--- src/rtl/fp16_pkg.sv ---
// Shared FP16 definitions for the CNN datapath blocks.
// Contents: FP16 field widths, the all-ones exponent constant, the lane
// state enum used by the stream demux, and an is_nan helper.
package fp16_pkg;

  localparam int unsigned FP16_W = 16;
  localparam int unsigned EXP_W  = 5;
  localparam int unsigned MAN_W  = 10;

  localparam logic [EXP_W-1:0] EXP_ALL_ONES = '1;

  typedef enum logic {
    LANE1 = 1'b0,
    LANE2 = 1'b1
  } lane_e;

  // NaN: exponent all ones with a non-zero mantissa (infinity has mantissa 0).
  function automatic logic is_nan(input logic [FP16_W-1:0] w);
    return (w[MAN_W +: EXP_W] == EXP_ALL_ONES) && (w[MAN_W-1:0] != '0);
  endfunction

endpackage

--- src/rtl/fp16_lane_reg.sv ---
// One-entry valid/ready holding register for a single FP16 output lane.
// Ports:
//   clk, rst   - clock, asynchronous active-high reset
//   load_i     - capture data_i this cycle (upstream transfer into this lane)
//   data_i     - word to capture
//   ready_i    - downstream consumer takes the held word
//   valid_o    - register holds a word
//   data_o     - held word (keeps its last value while empty)
module fp16_lane_reg
  import fp16_pkg::*;
(
  input  logic              clk,
  input  logic              rst,
  input  logic              load_i,
  input  logic [FP16_W-1:0] data_i,
  input  logic              ready_i,
  output logic              valid_o,
  output logic [FP16_W-1:0] data_o
);

  logic              valid_q, valid_d;
  logic [FP16_W-1:0] data_q, data_d;

  always_comb begin
    valid_d = valid_q;
    data_d  = data_q;
    if (valid_q && ready_i) begin
      valid_d = 1'b0;
    end
    // A refill in the same cycle as a drain wins, keeping one word per cycle.
    if (load_i) begin
      valid_d = 1'b1;
      data_d  = data_i;
    end
  end

  always_ff @(posedge clk or posedge rst) begin
    if (rst) begin
      valid_q <= 1'b0;
      data_q  <= '0;
    end else begin
      valid_q <= valid_d;
      data_q  <= data_d;
    end
  end

  assign valid_o = valid_q;
  assign data_o  = data_q;

endmodule

--- src/rtl/fp16_stream_demux.sv ---
// Registered 1-to-2 demultiplexer for FP16 words. Groups of GROUP accepted
// words are steered alternately to out1 and out2, each lane buffering one word.
// Parameters:
//   GROUP      - words per lane before switching (1..255)
//   START_LANE - lane selected after reset (0 = out1, 1 = out2)
// Ports:
//   clk, rst                          - clock, asynchronous active-high reset
//   in_data, in_valid, in_ready       - input stream
//   out1_data, out1_valid, out1_ready - lane 1 output
//   out2_data, out2_valid, out2_ready - lane 2 output
//   lane                              - lane selected for the next input word
//   nan_seen                          - sticky NaN flag (only with FP16_DEMUX_NAN_EN)
// Build option: define FP16_DEMUX_NAN_EN to add the nan_seen port and logic.
module fp16_stream_demux
  import fp16_pkg::*;
#(
  parameter int unsigned GROUP      = 4,
  parameter int unsigned START_LANE = 0
) (
  input  logic              clk,
  input  logic              rst,
  input  logic [FP16_W-1:0] in_data,
  input  logic              in_valid,
  output logic              in_ready,
  output logic [FP16_W-1:0] out1_data,
  output logic              out1_valid,
  input  logic              out1_ready,
  output logic [FP16_W-1:0] out2_data,
  output logic              out2_valid,
  input  logic              out2_ready,
  output logic              lane
`ifdef FP16_DEMUX_NAN_EN
  ,
  output logic              nan_seen
`endif
);

  localparam logic [7:0] GroupLast = 8'(GROUP - 1);
  localparam lane_e      StartLane = (START_LANE != 0) ? LANE2 : LANE1;

  lane_e      state_q, state_d;
  logic [7:0] gcnt_q, gcnt_d;
  logic       in_xfer;
  logic       load1, load2;

  // State register.
  always_ff @(posedge clk or posedge rst) begin
    if (rst) begin
      state_q <= StartLane;
      gcnt_q  <= 8'd0;
    end else begin
      state_q <= state_d;
      gcnt_q  <= gcnt_d;
    end
  end

  // Next state: count accepted words, switch lane after the last one of a group.
  always_comb begin
    state_d = state_q;
    gcnt_d  = gcnt_q;
    if (in_xfer) begin
      if (gcnt_q == GroupLast) begin
        gcnt_d  = 8'd0;
        state_d = (state_q == LANE1) ? LANE2 : LANE1;
      end else begin
        gcnt_d = gcnt_q + 8'd1;
      end
    end
  end

  // Outputs: only the selected lane gates in_ready; the other lane drains on its own.
  always_comb begin
    in_ready = 1'b0;
    unique case (state_q)
      LANE1:   in_ready = !out1_valid || out1_ready;
      LANE2:   in_ready = !out2_valid || out2_ready;
      default: in_ready = 1'b0;
    endcase
    in_xfer = in_valid && in_ready;
    load1   = in_xfer && (state_q == LANE1);
    load2   = in_xfer && (state_q == LANE2);
    lane    = (state_q == LANE2);
  end

  fp16_lane_reg u_lane1 (
    .clk     (clk),
    .rst     (rst),
    .load_i  (load1),
    .data_i  (in_data),
    .ready_i (out1_ready),
    .valid_o (out1_valid),
    .data_o  (out1_data)
  );

  fp16_lane_reg u_lane2 (
    .clk     (clk),
    .rst     (rst),
    .load_i  (load2),
    .data_i  (in_data),
    .ready_i (out2_ready),
    .valid_o (out2_valid),
    .data_o  (out2_data)
  );

`ifdef FP16_DEMUX_NAN_EN
  logic nan_seen_q;

  always_ff @(posedge clk or posedge rst) begin
    if (rst) begin
      nan_seen_q <= 1'b0;
    end else if (in_xfer && is_nan(in_data)) begin
      nan_seen_q <= 1'b1;
    end
  end

  assign nan_seen = nan_seen_q;
`endif

endmodule

--- config.mk ---
export PLATFORM = sky130hd
export DESIGN_NAME = fp16_stream_demux
export DESIGN_NICKNAME = d
export VERILOG_FILES = /design/src/rtl/fp16_pkg.sv /design/src/rtl/fp16_lane_reg.sv /design/src/rtl/fp16_stream_demux.sv
export SDC_FILE = /design/constraint.sdc
export NUM_CORES = 1
export LEC_CHECK = 0
export BUFFER_PORTS_ARGS = -buffer_cell sky130_fd_sc_hd__buf_2
export CELL_PAD_IN_SITES_DETAIL_PLACEMENT = 0
export CELL_PAD_IN_SITES_GLOBAL_PLACEMENT = 1
export CORE_UTILIZATION = 32
export DETAILED_ROUTE_END_ITERATION = 10
export PLACE_DENSITY_LB_ADDON = 0.2
export RECOVER_POWER = 50
export SLEW_MARGIN = 30
export SYNTH_ARGS = -nofsm -noshare
export SYNTH_HDL_FRONTEND = slang
export SYNTH_SLANG_ARGS = --single-unit
export TNS_END_PERCENT = 5
--- constraint.sdc ---
create_clock -name clk -period 2.1 [get_ports clk]
set_input_delay 0.42 -clock clk [delete_from_list [all_inputs] [get_ports clk]]
set_output_delay 0.42 -clock clk [all_outputs]
set_load 0.05 [all_outputs]
==> impl_metrics.csv <==
group,metric,value,unit
critical_path,crit_start,"gcnt_q[1]",
critical_path,critPathMaxFanout,4,
sta,slew_viol_final,0,
critical_path,rr_worst_depth,5,
sta,fin_setup_tns,0,ns
finish,stdcell_count,251,
synth,synth_warnings,0,
sta,setup_viol,0,
clock_network,cts_resized,0,
clock_network,clock-sinks,43,
clock_network,cts_buffers,5,
sta,skew,0.00262,ns
place,dp_hpwl,2460,µm
finish,final_common_cell,"dfrtp_1",
clock_network,cts_tree,"yes",
synth,synth_xor_area_share,3.05,%
critical_path,cp.arrival,1.97,ns
critical_path,r2r_slack,0.30,ns
die,coreArea,5140,µm²
sta,max_freq,0.557,GHz
clock_network,clock_latency,0.29,ns
clock_network,cts.clk_slew.worst_paths,0.08,ns
place,numPortBuffers,56,
sta,layout_worst_path_cycle_share,85.5,%
sta,rsz0062_at_grt,"no",
route,ant_nets,0,
global_route,gr-total-overflow,0,
run,drv_cap,0,
clock_network,post_cts_buffers,0,
synth,synth-simple-area-share,9.02,%
die,rows,26,
finish,antenna_cells,0,
critical_path,r2r_end,"gcnt_q[0]",
min_path,hp-start,"in_data[12]",
synth,synthMuxAreaShare,22.3,%
synth,ys_seq_area_share,62.5,%
critical_path,end_kind,"flip-flop",
clock_network,clk_path_buf_depth,2,
finish,num-nets-final,202,
global_route,grt_pass1_vias,1158,
sta,slew_headroom,30.6,%
critical_path,worstPathRequired,2.28,ns
finish,n_fill_cell,519,
route,wirelength,3450,µm
route,wire_per_inst,13.7,µm
global_route,grt_first_pass_wirelength,5470,µm
route,num_vias,1140,
sta,hold-worst-slack,0.370,ns
synth,synth_top_family_by_area,"multiplexers",
die,die-area,5670,µm²
synth,yosysUniqueCellTypes,22,
global_route,grt_max_degree,44,
route,drtIter0Drc,44,
sta,hold_viol_final,0,
route,post-route-drc-count,0,
min_path,hp-class,"input port to flip-flop",
sta,fin_ws,0.304,ns
die,die_x,75.3,µm
min_path,hold-path-cell-count,2,
place,dp.cells,243,
critical_path,regToRegStartpoint,"gcnt_q[1]",
finish,drive_gt1_share,48.6,%
sta,min_period,1.80,ns
global_route,grt_use_total,13.5,%
die,pin_count,57,
place,gp_congestion,0.852,
route,first_pass_iters,3,
finish,final_cell_mix,"43 x dfrtp_1, 40 x buf_2, 34 x mux2_2",
synth,synth-seq-cells,43,
synth,synth_nets,138,
critical_path,criticalPathCategory,"flip-flop to flip-flop",
place,pre_cts_slack,0.324,ns
synth,avgSynthCellArea,14.8,µm²
finish,syn2layout_area_growth,26.7,%
synth,synth_fa_ha_area_share,0.727,%
outcome,status,"complete, no violations",
sta,tightest_slew,1.04,ns
synth,postSynthCellCount,116,
global_route,grt_antenna_before_repair,0,
synth,synth_compound_area_share,1.38,%
clock_network,cts_root_buf,"clkbuf_8",
die,die_y,75.3,µm
die,start_util,33.5,%
clock_network,ctsHtreeMaxLevel,2,
clock_network,cts-hold-fix-buffers,0,
synth,synthesis.area,1720,µm²
critical_path,critPathLaunchType,"flip-flop",
route,drt-vias-per-instance,4.54,
min_path,hold_path_end,"u_lane1.data_o[12]",
[cells by family after synthesis]
kind of cell,after synthesis
AO/OA/AOI/OAI,3
AND/OR/NAND/NOR,25
adder cells (fa/ha/maj),1
flip-flops,43
XOR/XNOR,6
multiplexers,34
buffers and inverters,4
[per-layer routing]
metal  vias to the layer above  GRT usage [%]  wire (µm)
met5                         -              0          0
met4                         0           6.58         74
met3                         7           4.76        208
met2                        29           22.2       1770
met1                       569           15.7       1400
li1                        535              -          -
[worst max path at each step]
stage	cells past startpoint	end
after floorplan	2	in_ready
after global placement	5	gcnt_q[0]
after detailed placement	5	gcnt_q[0]
after CTS	3	in_ready
after global routing	5	gcnt_q[0]
final	5	gcnt_q[0]
[area by class of cell]
type	count	area, µm²	share of cell area [%]
timing repair buffer	59	293	13.4
inverter	2	7.51	0.344
sequential	43	1080	49.4
clock inverter	3	20.0	0.918
multi-input combinational	69	627	28.8
tap	70	87.6	4.02
clock buffer	5	68.8	3.16
[flip-flops by register name (all words and copies together), names as in the netlist]
signal and cells:
u_lane2.valid_o 1, gcnt_q 8, lane 1, u_lane2.data_o 16
u_lane1.valid_o 1, u_lane1.data_o 16
[Yosys cell counts]
cell / count / share of area [%]
ha_1: 1 / 0.73
nor2_1: 2 / 0.44
buf_2: 2 / 0.58
and3b_1: 1 / 0.51
a22o_1: 1 / 0.51
xnor2_1: 3 / 1.5
nand2b_1: 1 / 0.36
mux2_2: 34 / 22
nor4_1: 1 / 0.36
nand3b_1: 3 / 1.3
nand2_1: 9 / 2.0
inv_1: 2 / 0.44
a21oi_2: 1 / 0.51
or4b_4: 1 / 0.80
nand4_1: 2 / 0.73
dfrtp_1: 43 / 63
nor3_1: 2 / 0.58
a31oi_1: 1 / 0.36
nand3_1: 1 / 0.29
nor4_4: 1 / 1.2
xor2_1: 3 / 1.5
nor3b_1: 1 / 0.44
[metrics by stage]
stage | area (µm²) | util [%]
2_1_floorplan | 1720 | -
3_3_place_gp | 2110 | 41.1
3_5_place_dp | 2110 | 41.1
4_1_cts | 2200 | 42.8
5_1_grt | 2180 | 42.4
6_report | 2180 | 42.4
[worst max-delay path: stages, from the launching register on]
cell and delay (ns):
dfrtp_1 0.41, ha_1 0.24, or4b_4 0.49, nor4_4 0.18
nor2_1 0.09, mux2_2 0.26
Power is left out: the tool's default activity adds up to more than one toggle a clock period on the data nets, which glitch-free logic cannot reach.
